<file path="config.mk">
export PLATFORM = sky130hd
export DESIGN_NAME = control_contador_bcd
export DESIGN_NICKNAME = d
export VERILOG_FILES = /design/src/rtl/contador_pkg.sv /design/src/rtl/control_contador_bcd_prescaler_tick.sv /design/src/rtl/control_contador_bcd.sv
export SDC_FILE = /design/constraint.sdc
export NUM_CORES = 1
export LEC_CHECK = 0
export CAP_MARGIN = 20
export CORE_UTILIZATION = 57
export DETAILED_ROUTE_END_ITERATION = 6
export PLACE_DENSITY_LB_ADDON = 0.05
export SETUP_SLACK_MARGIN = 0.02
export SLEW_MARGIN = 20
export SYNTH_ARGS = -nofsm -noshare
export SYNTH_HDL_FRONTEND = slang
export SYNTH_SLANG_ARGS = --single-unit
export TNS_END_PERCENT = 20
</file>
<file path="constraint.sdc">
create_clock -name clk -period 3.5 [get_ports clk]
set_input_delay 0.7 -clock clk [delete_from_list [all_inputs] [get_ports clk]]
set_output_delay 0.7 -clock clk [all_outputs]
set_load 0.02 [all_outputs]
</file>
<file path="src/rtl/contador_pkg.sv">
// Shared types and helpers for the BCD counter run controller.
package contador_pkg;

    localparam int unsigned BCD_DIGITS = 3;
    localparam int unsigned BCD_W      = 12;

    typedef enum logic [1:0] {
        IDLE  = 2'd0,
        RUN   = 2'd1,
        PAUSE = 2'd2,
        DONE  = 2'd3
    } estado_t;

    // True when every nibble of v is a decimal digit.
    function automatic logic bcd_valid(input logic [BCD_W-1:0] v);
        logic ok;
        ok = 1'b1;
        for (int unsigned i = 0; i < BCD_DIGITS; i++) begin
            if (v[4*i +: 4] > 4'd9) ok = 1'b0;
        end
        return ok;
    endfunction

endpackage

</file>
<file path="src/rtl/control_contador_bcd_prescaler_tick.sv">
// Free-running prescaler; tick_c flags that the next-cycle count is the last one of the period.
module prescaler_tick #(
    parameter int unsigned PRESCALE = 50000,
    parameter int unsigned PRESC_W  = 16
) (
    input  logic clk,
    input  logic rst,
    input  logic enable,
    input  logic restart,
    output logic tick_c
);

    localparam logic [PRESC_W-1:0] LAST = PRESC_W'(PRESCALE - 1);

    logic [PRESC_W-1:0] cnt_q;
    logic [PRESC_W-1:0] cnt_d;

    // The last count always wraps, so a tick already issued is never repeated after a pause.
    always_comb begin
        cnt_d  = cnt_q;
        if (restart) begin
            cnt_d = '0;
        end else if (cnt_q == LAST) begin
            cnt_d = '0;
        end else if (enable) begin
            cnt_d = cnt_q + PRESC_W'(1);
        end
        tick_c = (cnt_d == LAST);
    end

    always_ff @(posedge clk or posedge rst) begin
        if (rst) cnt_q <= '0;
        else     cnt_q <= cnt_d;
    end

endmodule

</file>
<file path="src/rtl/control_contador_bcd.sv">
// Run controller for the 3-digit BCD counter: command FSM, tick generation and limit compare.
module control_contador_bcd
    import contador_pkg::*;
#(
    parameter int unsigned PRESCALE    = 50000,
    parameter int unsigned PRESC_W     = 16,
    parameter bit          AUTO_RELOAD = 1'b0
) (
    input  logic             clk,
    input  logic             rst,
    input  logic             start,
    input  logic             stop,
    input  logic             clear,
    input  logic [BCD_W-1:0] lim,
    input  logic [BCD_W-1:0] sal,
    output logic             clk_en,
    output logic             cnt_clr,
    output logic             done,
    output logic             running,
    output logic             lim_err,
    output logic [1:0]       estado
);

    estado_t          state_q, state_d;
    logic [BCD_W-1:0] lim_q, lim_d;
    logic             clk_en_q, clk_en_d;
    logic             cnt_clr_q, cnt_clr_d;
    logic             done_q, done_d;
    logic             running_q, running_d;
    logic             lim_err_q, lim_err_d;
    logic             clr_dly_q, clr_dly_d;
    logic             presc_en_c, presc_restart_c, tick_c, hit_c;

    prescaler_tick #(
        .PRESCALE (PRESCALE),
        .PRESC_W  (PRESC_W)
    ) u_presc (
        .clk     (clk),
        .rst     (rst),
        .enable  (presc_en_c),
        .restart (presc_restart_c),
        .tick_c  (tick_c)
    );

    // sal lags a clear by one edge, so the compare ignores the clear cycle and the one after.
    always_comb begin
        state_d         = state_q;
        lim_d           = lim_q;
        lim_err_d       = lim_err_q;
        cnt_clr_d       = 1'b0;
        done_d          = 1'b0;
        presc_en_c      = 1'b0;
        presc_restart_c = 1'b0;
        hit_c           = (state_q == RUN) && !cnt_clr_q && !clr_dly_q && (sal == lim_q);

        if (clear) begin
            state_d         = IDLE;
            cnt_clr_d       = 1'b1;
            presc_restart_c = 1'b1;
            lim_err_d       = 1'b0;
        end else begin
            unique case (state_q)
                IDLE, DONE: begin
                    if (!stop && start) begin
                        if (bcd_valid(lim)) begin
                            state_d         = RUN;
                            lim_d           = lim;
                            lim_err_d       = 1'b0;
                            cnt_clr_d       = 1'b1;
                            presc_restart_c = 1'b1;
                        end else begin
                            lim_err_d = 1'b1;
                        end
                    end
                end
                RUN: begin
                    if (stop) begin
                        state_d = PAUSE;
                    end else if (hit_c) begin
                        done_d = 1'b1;
                        if (AUTO_RELOAD) begin
                            cnt_clr_d       = 1'b1;
                            presc_restart_c = 1'b1;
                        end else begin
                            state_d = DONE;
                        end
                    end else begin
                        presc_en_c = 1'b1;
                    end
                end
                PAUSE: begin
                    if (!stop && start) state_d = RUN;
                end
            endcase
        end

        running_d = (state_d == RUN);
        clr_dly_d = cnt_clr_q;
    end

    assign clk_en_d = (state_d == RUN) && tick_c && !cnt_clr_d;

    always_ff @(posedge clk or posedge rst) begin
        if (rst) begin
            state_q   <= IDLE;
            lim_q     <= '0;
            clk_en_q  <= 1'b0;
            cnt_clr_q <= 1'b0;
            done_q    <= 1'b0;
            running_q <= 1'b0;
            lim_err_q <= 1'b0;
            clr_dly_q <= 1'b0;
        end else begin
            state_q   <= state_d;
            lim_q     <= lim_d;
            clk_en_q  <= clk_en_d;
            cnt_clr_q <= cnt_clr_d;
            done_q    <= done_d;
            running_q <= running_d;
            lim_err_q <= lim_err_d;
            clr_dly_q <= clr_dly_d;
        end
    end

    assign clk_en  = clk_en_q;
    assign cnt_clr = cnt_clr_q;
    assign done    = done_q;
    assign running = running_q;
    assign lim_err = lim_err_q;
    assign estado  = state_q;

endmodule

</file>
Word level (Yosys, flattened, before mapping)

Cells that the tools add are included.

Add/sub/neg operators: 1
Order comparisons: 3
Eq/ne operators: 7
Mux-type cells: 32
Bitwise gates (word level): 1
Reductions and logical operators: 16

Operators with widths:

| cell                                                                  | number |
|---|---|
| 16-bit 2-to-1 mux                                                     | 3 |
| 16-bit equality test, second input constant                           | 2 |
| 1-bit 2-to-1 mux                                                      | 22 |
| 16-bit by 1-bit adder with 16-bit output, second input constant       | 1 |
| 12-bit equality test                                                  | 1 |
| 4-bit greater-than comparator, second input constant                  | 3 |
| 2-bit 2-to-1 mux                                                      | 6 |
| 1-bit logical AND                                                     | 6 |
| 2-bit case mux with 3 select lines                                    | 1 |
| 2-bit by 1-bit equality test with 1-bit output, second input constant | 2 |
| 2-bit equality test, second input constant                            | 2 |
| 1-bit zero test                                                       | 4 |
| 4-bit AND reduction                                                   | 1 |
| 2-bit nonzero test                                                    | 2 |
| 2-bit zero test                                                       | 1 |
| 2-bit AND reduction                                                   | 1 |
| 2-bit OR reduction                                                    | 1 |
| 1-bit inverter                                                        | 1 |

Flip-flop bits (word level): 36
Bits of input ports: 29
Output and inout port bits: 7
Logic and storage cells: 69

Depth between registers and ports, before layout

Gate-level depths: netlist of the first run.

Word-level depth: 15
Depth in mapped cells: 10
Gate-level depth less buffers: 9

By module

A second synthesis of the first run with hierarchy kept.

Cells, all modules: 208
Area, all modules: 2,143.3 sq um

By module, submodules not included:

| module               | instances | cells each | area each (sq um) | seq. area each (sq um) |
|---|---|---|---|---|
| control_contador_bcd | 1         | 96         | 1,098.6           | 500.5 |
| prescaler_tick       | 1         | 112        | 1,044.8           | 400.4 |

Worst setup path after synthesis of the first run

No wires, ideal clock.

Path type: flip-flop to flip-flop
Start: register state_q[0], in the netlist estado[0]
End: register clk_en_q, in the netlist clk_en
Library setup time: 0.120 ns
Arrival time: 2.335 ns
Data required time: 3.380 ns
Slack: 1.044 ns
Stages on the path, launching flop included: 10
Path buffers: 0
Cell sequence: dfrtp_1 -> inv_1 -> ha_1 -> and3b_1 -> a41oi_2 -> nand2_1 -> or4_1 -> nand2_1 -> nor4_1 -> and4_1

Longest elaborated chain between the ends: 14
Elaborated cells between the ends (all ways): 29
Those cells by class: eq/ne: 5; mux: 16; reduce/logical: 8

Ends and longest elaborated chain:

| item                                           | RTL line                                               | RTL |
|---|---|---|
| start: declaration                             | control_contador_bcd.sv:24                             | `estado_t state_q, state_d;` |
| start signal: assignment                       | control_contador_bcd.sv:114                            | `state_q <= state_d;` |
| 2-bit by 1-bit equality test with 1-bit output | control_contador_bcd.sv:54, control_contador_bcd.sv:62 |  |
| 1-bit logical AND (3 in series)                | control_contador_bcd.sv:54                             | `hit_c = (state_q == RUN) && !cnt_clr_q && !clr_dly_q && (sal == lim_q);` |
| 1-bit 2-to-1 mux                               | control_contador_bcd.sv:79                             | `end else if (hit_c) begin` |
| 1-bit 2-to-1 mux                               | control_contador_bcd.sv:77                             | `if (stop) begin` |
| 1-bit 2-to-1 mux                               | control_contador_bcd.sv:62                             | `unique case (state_q)` |
| 1-bit 2-to-1 mux                               | control_contador_bcd.sv:56                             | `if (clear) begin` |
| 16-bit 2-to-1 mux                              | control_contador_bcd_prescaler_tick.sv:25              | `end else if (enable) begin` |
| 16-bit 2-to-1 mux                              | control_contador_bcd_prescaler_tick.sv:23              | `end else if (cnt_q == LAST) begin` |
| 16-bit 2-to-1 mux (*)                          | control_contador_bcd_prescaler_tick.sv:21              | `if (restart) begin` |
| net u_presc.cnt_d[13]                          | control_contador_bcd_prescaler_tick.sv:16              | `logic [PRESC_W-1:0] cnt_d;` |
| 16-bit equality test (*)                       | control_contador_bcd_prescaler_tick.sv:28              | `tick_c = (cnt_d == LAST);` |
| 1-bit logical AND (*) (2 in series)            | control_contador_bcd.sv:101                            | `assign clk_en_d = (state_d == RUN) && tick_c && !cnt_clr_d;` |
| net clk_en_d                                   | control_contador_bcd.sv:26                             | `logic clk_en_q, clk_en_d;` |
| end signal: assignment                         | control_contador_bcd.sv:116                            | `clk_en_q <= clk_en_d;` |
| end: declaration                               | control_contador_bcd.sv:26                             |  |

Mark *: on every way through the listed nets, which the timed path passes. The rest lies on a longest branch.
A chain may end at the register's enable or synchronous reset.

Worst setup path after layout of the first run

Start: input sal[2]
End: register clk_en_q, in the netlist clk_en

Longest elaborated chain between the ends: 12
Elaborated cells between the ends (all ways): 17
Those cells by class: eq/ne: 3; mux: 11; reduce/logical: 3

Ends and longest elaborated chain:

| item                                | RTL line                                  | RTL |
|---|---|---|
| start: declaration                  | control_contador_bcd.sv:15                | `input logic [BCD_W-1:0] sal,` |
| 12-bit equality test (*)            | control_contador_bcd.sv:54                |  |
| 1-bit logical AND (*)               | control_contador_bcd.sv:54                |  |
| 1-bit 2-to-1 mux                    | control_contador_bcd.sv:79                |  |
| 1-bit 2-to-1 mux                    | control_contador_bcd.sv:77                |  |
| 1-bit 2-to-1 mux                    | control_contador_bcd.sv:62                |  |
| 1-bit 2-to-1 mux                    | control_contador_bcd.sv:56                |  |
| 16-bit 2-to-1 mux                   | control_contador_bcd_prescaler_tick.sv:25 |  |
| 16-bit 2-to-1 mux                   | control_contador_bcd_prescaler_tick.sv:23 |  |
| 16-bit 2-to-1 mux                   | control_contador_bcd_prescaler_tick.sv:21 |  |
| 16-bit equality test                | control_contador_bcd_prescaler_tick.sv:28 |  |
| 1-bit logical AND (*) (2 in series) | control_contador_bcd.sv:101               |  |
| net clk_en_d                        | control_contador_bcd.sv:26                |  |

Marked as above.

==> results of run 1 <==
## worst max-delay path, stage by stage
cell and delay (ns):
clkdlybuf4s50_1 0.50, xnor2_1 0.15, nand4_1 0.16, or4_1 0.70
and3_4 0.22, mux2i_1 0.22, o221a_2 0.23, and4_1 0.18
## sequential cells by signal (all words and copies together) (netlist names)
name / flops
running: 1
lim_q: 12
done: 1
clr_dly_q: 1
estado: 2
clk_en: 1
u_presc.cnt_q: 16
lim_err: 1
cnt_clr: 1
## routing by layer
layer	part of all wire	vias up	track usage	wire, um
li1	-	856	-	-
met1	0.43	889	0.388	2230
met2	0.47	83	0.465	2430
met3	0.069	14	0.0493	355
met4	0.024	0	0.113	121
met5	0	-	0	0
## power groups by stage
stage / sequential [uW] / clock (uW) / combinational, uW
after floorplan: 585 / 0 / 276
after global placement: 573 / 0 / 409
after detailed placement: 582 / 0 / 437
after CTS: 574 / 402 / 442
after global routing: 585 / 417 / 480
final: 575 / 396 / 443
## cell type report
type	instances	area (um2)	share of cell area
multi-input combinational	158	1110	0.422
sequential	36	901	0.343
timing repair buffer	39	380	0.145
clock buffer	7	96.3	0.0367
tap	46	57.6	0.0219
inverter	14	52.6	0.0200
clock inverter	1	30.0	0.0114
## per-stage QoR
stage / total power, uW / area (um2)
global route: 1480 / 2620
floorplan: 861 / 2100
finish: 1410 / 2620
CTS: 1420 / 2620
detailed placement: 1020 / 2500
global placement: 982 / 2500
## logic make-up after synthesis
group                      count (synthesis)  share of synthesized area
AOI/OAI and AO/OA                         32                      0.109
xor gates and xnor gates                  22                     0.0916
and+or+nand+nor                           87                      0.233
adders and majority gates                  3                     0.0178
muxes                                     14                     0.0737
DFF                                       36                      0.428
buffers and inverters                     23                     0.0464
## worst min path at each step
stage	end	slack (ns)	cells past startpoint
after floorplan	lim_q[0]	0.48	1
after detailed placement	clr_dly_q	0.42	0
after global placement	clr_dly_q	0.40	0
final	clr_dly_q	0.43	0
after global routing	clr_dly_q	0.44	0
after CTS	clr_dly_q	0.43	0
## cells in the final DEF (no fill, tap or decap), types with 9 or more instances in the layout
cell	count
nor2_1	21
inv_1	14
clkdlybuf4s50_1	35
dfrtp_1	36
nand4_1	12
nand2_1	12
mux2_2	9
xnor2_1	21
==> impl_metrics.csv, run 1 <==
group,metric,value,unit
synth,syn_avg_cell_area,9.70,um2
die,die_h,62.8,um
power_and_ir_drop,powerDensity,539,mW/mm2
layout,final_cells,301,
drt,antenna_left,0,
die,die_area,0.00394,mm2
clocking,ctsResizeCount,0,
placement,dp_slack,0.390,ns
run,max-cap-violations,0,
timing,relSlewSlack,0.621,
layout,nets,286,
synth,syn_area,0.00210,mm2
critical_path,crit_path_end,"clk_en",
clocking,cts_tree,"yes",
critical_path,required,3.72,ns
drt,drtIter0Drc,172,
clocking,clkSinkCount,36,
drt,via_per_inst,6.12,
global_route,grt_max_degree,37,
timing,min_period,2.85,ns
synth,netlist_instances,217,
clocking,insertion_delay,0.29,ns
synth,syn_nets,249,
critical_path,crit_type,"in -> reg",
power_and_ir_drop,p_seq_frac,0.407,
die,die_w,62.8,um
critical_path,cp.arrival,3.06,ns
critical_path,worstSetupStartpointType,"primary input",
synth,yosys.area.top_type_share,0.428,
clocking,numCtsBuffers,5,
power_and_ir_drop,power_leakage,0.00104,uW
power_and_ir_drop,power.share.clock,0.280,
layout,final_util,0.762,
drt,via_count,1842,
clocking,clk_pin_slew,0.07,ns
synth,synth-async-reset-ratio,1.00,
timing,drv_slew,0,
synth,synth_edf_count,0,
clocking,cts_setup_buffers,0,
synth,ys_ff_latch,36,
timing,hold_viol,0,
run_status,run_status,"finished clean",
synth,synth_flop_cell,"dfrtp_1",
timing,finalClockSkew,0.00936,ns
timing,timing.final.crit_share,0.813,
power_and_ir_drop,ir_worst_vdd,0.000316,V
clocking,postCtsHoldBufs,0,
clocking,clock_path_buffers,2,
power_and_ir_drop,combinationalPowerShare,0.313,
timing,tightest_slew,0.563,ns
power_and_ir_drop,switching_share,0.308,
synth,synthTopCellsByArea,"dfrtp_1 (43%), xnor2_1 (8.7%), mux2_2 (4.8%)",
drt,route.detailed.drc,0,
synth,yosysMostFrequentCell,"dfrtp_1",
layout,syn_to_final_growth,24.7,%
worst_hold_path,hold_start,"cnt_clr",
layout,fill_cells,246,
power_and_ir_drop,intPower,977,uW
critical_path,end_kind,"flip-flop",
synth,yosys.area.top_type,"dfrtp_1",
critical_path,r2r_cells,9,
critical_path,rrSetupSlack,0.74,ns
die,io_pins,36,
global_route,grt_pass1_vias,1873,
placement,place_inst,293,
timing,rsz0062_at_grt,"no",
synth,ys_warn_count,0,
synth,synth_cell_types,48,
placement,portBuffers,35,
die,core-area,0.00344,mm2
placement,hpwl,3920,um
clocking,cts-root-buf,"clkbuf_8",
critical_path,cp-startpoint,"sal[2]",
layout,drive_gt1_frac,0.114,
global_route,overflow,0,
timing,setup_ws,0.654,ns
die,rows,21,
placement,place_congestion,0.915,
timing,fin_setup_tns,0,ns
power_and_ir_drop,p_switching,436,uW
timing,fmax,351,MHz
clocking,cts_max_level,2,
drt,routed_wl,5130,um
critical_path,worst-path-max-fanout,6,
synth,synth_seq_area_share,0.428,
die,start_util,0.611,
timing,whs,0.426,ns
worst_hold_path,hold_path.class,"reg -> reg",
synth,synth_common_cells,"dfrtp_1 (36), nor2_1 (21), xnor2_1 (21), inv_1 (14)",
timing,setup_violations,0,
global_route,antenna_found_initial,0,
critical_path,crit-reg2reg-launch,"estado[1]",
critical_path,r2r-end,"clk_en",
global_route,grt_first_pass_wirelength,8670,um
drt,first_pass_iters,4,
layout,diodes,0,
global_route,grt_usage,0.289,
drt,wl_per_cell,17.0,um
Power figures use the tool's default switching activity.
==> run 2: changes to the inputs <==
- CORE_UTILIZATION: 57 -> 48
- clock period: 3.5 -> 2.33 ns (I/O delays scaled with it)
==> run 2 against run 1 <==
Effect of this change: the flow now finishes with violations (negative setup slack); first-iteration DRC count up 22%; hold slack better by 0.046 ns; non-clock buffer count rose by 72; worst setup slack got worse by 0.74 ns; total power rose by 76%; clock skew fell by 0.0011 ns; global-route usage increased by 2.3 points; die area rose by 18%; routed wire length grew 29%; flip-flop and latch count did not move; register-to-register slack worse by 0.82 ns; combinational power rose to 2.7 times the previous value; largest power group is now combinational cells; highest routed layer unchanged.
==> impl_metrics.csv, run 2 (synthesis results as in run 1) <==
group,metric,value,unit
timing,rsz0062_at_grt,"yes",
drt,routed_wl,6630,um
clocking,cts-root-buf,"clkbuf_8",
critical_path,end_kind,"flip-flop",
run,max-cap-violations,0,
global_route,antenna_found_initial,0,
global_route,grt-busiest-layer,"met2",
critical_path,cp.arrival,2.63,ns
clocking,cts_max_level,2,
timing,finalClockSkew,0.00827,ns
placement,place_area,0.00293,mm2
layout,diodes,0,
die,rows,23,
layout,fill_cells,275,
placement,portBuffers,35,
timing,tightest_slew,0.476,ns
run_status,failed_checks,"negative setup slack",
placement,place_congestion,0.964,
layout,final_cell_mix,"buf_4 (70), dfrtp_1 (34), clkdlybuf4s50_1 (23)",
global_route,grt_usage,0.312,
layout,nets,358,
clocking,cts_tree,"yes",
critical_path,worst-path-max-fanout,6,
layout,syn_to_final_growth,57.0,%
layout,regMostFlops,"u_presc.cnt_q",
worst_hold_path,hold_path.class,"reg -> reg",
clocking,clock_path_buffers,2,
global_route,grt_pass1_vias,2130,
drt,first_pass_iters,5,
clocking,numCtsBuffers,5,
power_and_ir_drop,powerDensity,752,mW/mm2
placement,hpwl,4220,um
global_route,grt_use_met3,0.0917,
run_status,run_status,"finished, violations left",
die,die_w,68.2,um
timing,min_period,2.41,ns
clocking,clkSinkCount,36,
die,io_pins,36,
critical_path,rrSetupSlack,-0.08,ns
clocking,postCtsHoldBufs,0,
die,die_area,0.00465,mm2
global_route,grt_first_pass_wirelength,10300,um
die,die_h,68.2,um
power_and_ir_drop,power_leakage,0.00148,uW
critical_path,required,2.54,ns
clocking,insertion_delay,0.28,ns
global_route,overflow,0,
global_route,grt_util_met1,0.395,
die,core-area,0.00412,mm2
critical_path,crit_type,"in -> reg",
drt,wl_per_cell,17.7,um
layout,largest_reg_flops,16,
drt,via_per_inst,5.61,
timing,hold_viol,0,
drt,drtIter0Drc,209,
layout,final_area,0.00330,mm2
timing,fmax,414,MHz
layout,mostFrequentLayoutCell,"buf_4",
timing,setup_ws,-0.0846,ns
timing,timing.final.crit_share,1.04,
drt,via_count,2103,
timing,setup_violations,1,
timing,relSlewSlack,0.683,
global_route,grt.met2_usage,0.512,
die,start_util,0.511,
drt,route.detailed.drc,0,
power_and_ir_drop,ir_worst_vdd,0.000679,V
clocking,clk_pin_slew,0.07,ns
drt,antenna_left,0,
timing,drv_slew,0,
layout,drive_gt1_frac,0.378,
critical_path,worstSetupStartpointType,"primary input",
placement,dp_slack,-0.566,ns
global_route,grt_max_degree,37,
run 2: cell types whose count changed in the layout (fill, tap and decap cells not counted), sizes merged:
cell / change
buf: +72
dlygate4sd2: +11
clkbuf: -1
clkdlybuf4s50: -12
dlymetal6s2s: +1
bufinv: -1
run 2: routing by layer:
metal	wire, um	part of all wire
met4	72	0.011
met5	0	0
met3	494	0.075
met1	2850	0.43
met2	3210	0.48
run 2: area by class of cell:
type                       count  area [um2]  share of cell area
multi-input combinational    158        1270               0.384
sequential                    36         903               0.273
inverter                      14        52.6              0.0159
timing repair buffer         111         943               0.286
clock buffer                   6        72.6              0.0220
tap                           50        62.6              0.0189
run 2: power breakdown:
group          leakage (uW)  total, uW  switching (uW)  internal [uW]
registers          0.000474        894             133            761
logic              0.000971       1190             475            713
clock network     0.0000371        403             204            199
total               0.00148       2490             812           1670
run 2: final timing paths:
kind	endpoint	depth (start not counted)	from
max	clk_en	9	sal[11]
min	clr_dly_q	0	cnt_clr
max reg2reg	clk_en	8	lim_q[0]
min reg2reg	clr_dly_q	0	cnt_clr
max in group asynchronous	estado[0]	3	rst
min in group asynchronous	done	3	rst
run 2: timing repair:
item / in CTS / in global routing
resized for setup: 32 / 8
pin swaps: 20 / 11
endpoints found under the setup margin: 5 / 3
setup buffers: 15 / 3
gates cloned: 1 / 0
run 2: stage by stage:
| step | util | cells | power, uW | hold WS [ns] | setup TNS (ns) |
|---|---|---|---|---|---|
| 2_1_floorplan | - | 217 | 1310 | 0.480 | 0 |
| 4_1_cts | 0.786 | 372 | 2370 | 0.460 | -0.0195 |
| 3_5_place_dp | 0.713 | 350 | 1760 | 0.410 | -3.43 |
| 5_1_grt | 0.803 | 375 | 2620 | 0.488 | -0.166 |
| 3_3_place_gp | 0.713 | 350 | 1740 | 0.407 | -2.77 |
| 6_report | 0.803 | 375 | 2490 | 0.473 | -0.0846 |
run 2: critical path, cell delays in order:
cell and delay [ns]:
dlygate4sd2_1 0.24, xnor2_1 0.23, nand4_1 0.18, buf_4 0.18, or4_4 0.58, and3_4 0.19
mux2i_2 0.18, o221a_2 0.21, and4_1 0.18
==> run 3: changes to the inputs <==
- ABC_AREA: unset -> 1
- CORE_UTILIZATION: 48 -> 57
- DONT_BUFFER_PORTS: unset -> 1
- PLACE_DENSITY: unset -> 0.75
- PLACE_DENSITY_LB_ADDON: 0.05 -> unset
==> run 3 against run 2 <==
Effect of this change: the run now ends clean; non-clock buffer count decreased by 100; utilization decreased by 13 points; sequential share of layout area increased by 7.8 points; final area decreased by 22%; flip-flop and latch count unchanged; critical path depth increased by 6; clock-buffer cell count increased by 1; largest power group is now sequential cells; global-route usage decreased by 4.5 points; highest routed layer unchanged; final cell count increased by 5.9%; sequential power decreased by 4.3%; register-to-register slack improved by 0.28 ns; synthesized cell count increased by 53%.
==> impl_metrics.csv, run 3 <==
group,metric,value,unit
run_status,run_status,"finished clean",
synth,syn_nets,365,
die,rows,22,
layout,largest_reg_flops,16,
critical_path,cpMostUsedCell,"nand2_1",
synth,yosys.area.top_type_share,0.385,
layout,regMostFlops,"u_presc.cnt_q",
clocking,clk_pin_slew,0.08,ns
timing,tightest_slew,0.461,ns
placement,portBuffers,0,
power_and_ir_drop,switching_share,0.359,
synth,syn_avg_cell_area,7.02,um2
timing,min_period,2.14,ns
drt,route.detailed.drc,0,
power_and_ir_drop,power_leakage,0.00137,uW
timing,finalClockSkew,0.0117,ns
critical_path,required,2.55,ns
clocking,insertion_delay,0.29,ns
die,die_w,66.0,um
global_route,grt_max_degree,37,
layout,seq_area,901,um2
clocking,numCtsBuffers,5,
layout,mostFrequentLayoutCell,"nand2_1",
global_route,grt-busiest-layer,"met2",
synth,synth-async-reset-ratio,1.00,
synth,synth_flop_cell,"dfrtp_1",
critical_path,crit_type,"reg -> reg",
synth,syn_area,0.00234,mm2
clocking,cts_max_level,2,
clocking,clock_path_buffers,2,
clocking,cts_tree,"yes",
global_route,grt_pass1_vias,1934,
layout,nets,380,
timing,rsz0062_at_grt,"no",
global_route,antenna_found_initial,0,
layout,final_cell_mix,"nand2_1 (90), inv_1 (56), nor2_1 (47)",
drt,first_pass_iters,4,
die,start_util,0.615,
timing,relSlewSlack,0.693,
layout,final_util,0.674,
synth,netlist_instances,333,
synth,synth_cell_types,29,
die,die_area,0.00436,mm2
synth,ys_ff_latch,36,
global_route,grt_usage,0.267,
critical_path,timing.critical_path.cells,"inv_1 > ha_2 > inv_1 > nor2_1 > nand2_1 > inv_2 > nand2_8 > buf_12 > nand2_1 > nand2_1 > nor2_4 > nand2_1 > nor2_1 > nand4_1 > nor2_1",
power_and_ir_drop,powerDensity,744,mW/mm2
timing,drv_slew,0,
drt,via_per_inst,5.13,
global_route,grt.met2_usage,0.426,
timing,hold_viol,0,
synth,synthTopCellsByArea,"dfrtp_1 (39%), nand2_1 (14%), inv_1 (9.2%)",
worst_hold_path,hold_path.class,"in -> async",
timing,timing.final.crit_share,0.918,
placement,place_congestion,0.896,
synth,synth_common_cells,"nand2_1 (90), inv_1 (57), nor2_1 (47), dfrtp_1 (36), nand3_1 (19)",
drt,wl_per_cell,13.4,um
power_and_ir_drop,p_switching,684,uW
synth,synth_edf_count,0,
power_and_ir_drop,ir_worst_vdd,0.000731,V
global_route,grt_util_met1,0.350,
power_and_ir_drop,p_seq_frac,0.449,
clocking,cts-root-buf,"clkbuf_8",
drt,drtIter0Drc,116,
drt,routed_wl,5310,um
critical_path,critical-path-max-stage-delay,0.42,ns
layout,drive_gt1_frac,0.120,
layout,syn_to_final_growth,9.58,%
layout,diodes,0,
layout,multi_input_area,0.00120,mm2
die,die_h,66.0,um
timing,fin_setup_tns,0,ns
power_and_ir_drop,combinationalPowerShare,0.319,
run,max-cap-violations,0,
clocking,clkSinkCount,36,
power_and_ir_drop,intPower,1220,uW
critical_path,cp.arrival,2.36,ns
synth,ys_warn_count,0,
timing,fmax,467,MHz
drt,antenna_left,0,
global_route,overflow,0,
layout,fill_cells,343,
global_route,grt_first_pass_wirelength,8530,um
placement,hpwl,4020,um
timing,setup_violations,0,
synth,yosysMostFrequentCell,"nand2_1",
synth,yosys.area.top_type,"dfrtp_1",
global_route,grt_use_met3,0.0483,
clocking,postCtsHoldBufs,0,
critical_path,crit_path_top_delay_cell,"dfrtp_1",
critical_path,end_kind,"flip-flop",
die,io_pins,36,
drt,via_count,2037,
die,core-area,0.00380,mm2
power_and_ir_drop,power.share.clock,0.232,
critical_path,worst-path-max-fanout,8,
critical_path,worstSetupStartpointType,"flip-flop",
synth,synth_seq_area_share,0.385,
## run 3: cell types whose count changed in the layout (fill, tap and decap cells not counted), sizes merged, moves of 6 or more
cell,previous run,this run
buf,76,11
clkdlybuf4s50,23,0
dlygate4sd2,11,0
inv,14,59
mux2,12,5
nand2,12,97
nand3,7,19
nand4,12,4
nor2,22,55
nor4,8,2
o21ai,8,14
xnor2,21,7
xor2,1,10
## run 3: cell families after synthesis
| logic type | Yosys count | share of synthesized area |
|---|---|---|
| simple gates | 182 | 0.341 |
| xor+xnor | 17 | 0.0637 |
| compound gates | 27 | 0.0610 |
| buf+inv | 63 | 0.109 |
| flops | 36 | 0.385 |
| mux | 5 | 0.0241 |
| fa+ha+maj | 3 | 0.0161 |
## run 3: final timing paths
kind                                      to       from  slack [ns]  cells past startpoint
setup / recovery                      clk_en  estado[1]        0.19                     15
hold / removal              u_presc.cnt_q[2]        rst        0.16                      2
setup reg to reg                      clk_en  estado[1]        0.19                     15
hold reg to reg                     lim_q[1]   lim_q[1]        0.54                      2
max in group asynchronous  u_presc.cnt_q[14]        rst        1.84                      2
min in group clk                    lim_q[3]     lim[3]        0.31                      1
## run 3: power by group through the flow
stage                     combinational, uW  clock, uW  sequential [uW]
after detailed placement                577          0              867
after global routing                    697        471              869
after floorplan                         445          0              857
after CTS                               579        451              855
final                                   609        442              856
after global placement                  557          0              855
## run 3: routing by layer
layer  share of wire  vias to the layer above
met4           0.018                        0
met1            0.46                      912
met3           0.065                       11
met5               0                        -
met2            0.46                       66
li1                -                     1048
## run 3: worst max-delay path: cells and delay by family (launching register included)
kind	cells	cell delay, ns
flops	1	0.42
buf+inv	4	0.46
fa+ha+maj	1	0.20
simple gates	10	0.98
## run 3: area by class of cell
class	count	share of cell area
inverter	59	0.0874
clock inverter	1	0.00342
sequential	36	0.352
multi-input combinational	235	0.467
tap	48	0.0234
timing repair buffer	11	0.0371
clock buffer	7	0.0298
## run 3: repair_timing
action | CTS | global route
endpoints found under the setup margin | 0 | 1
setup buffers | 0 | 6
gates resized for setup | 0 | 2
## run 3: through the flow
step	power (uW)	setup slack [ns]	cell area [um2]	hold WS, ns	cells
floorplan	1300	0.358	2340	0.501	333
global placement	1410	0.265	2400	0.485	382
detailed placement	1440	0.166	2400	0.500	382
CTS	1880	0.160	2490	0.180	390
global route	2040	0.00696	2560	0.207	397
finish	1910	0.191	2560	0.160	397
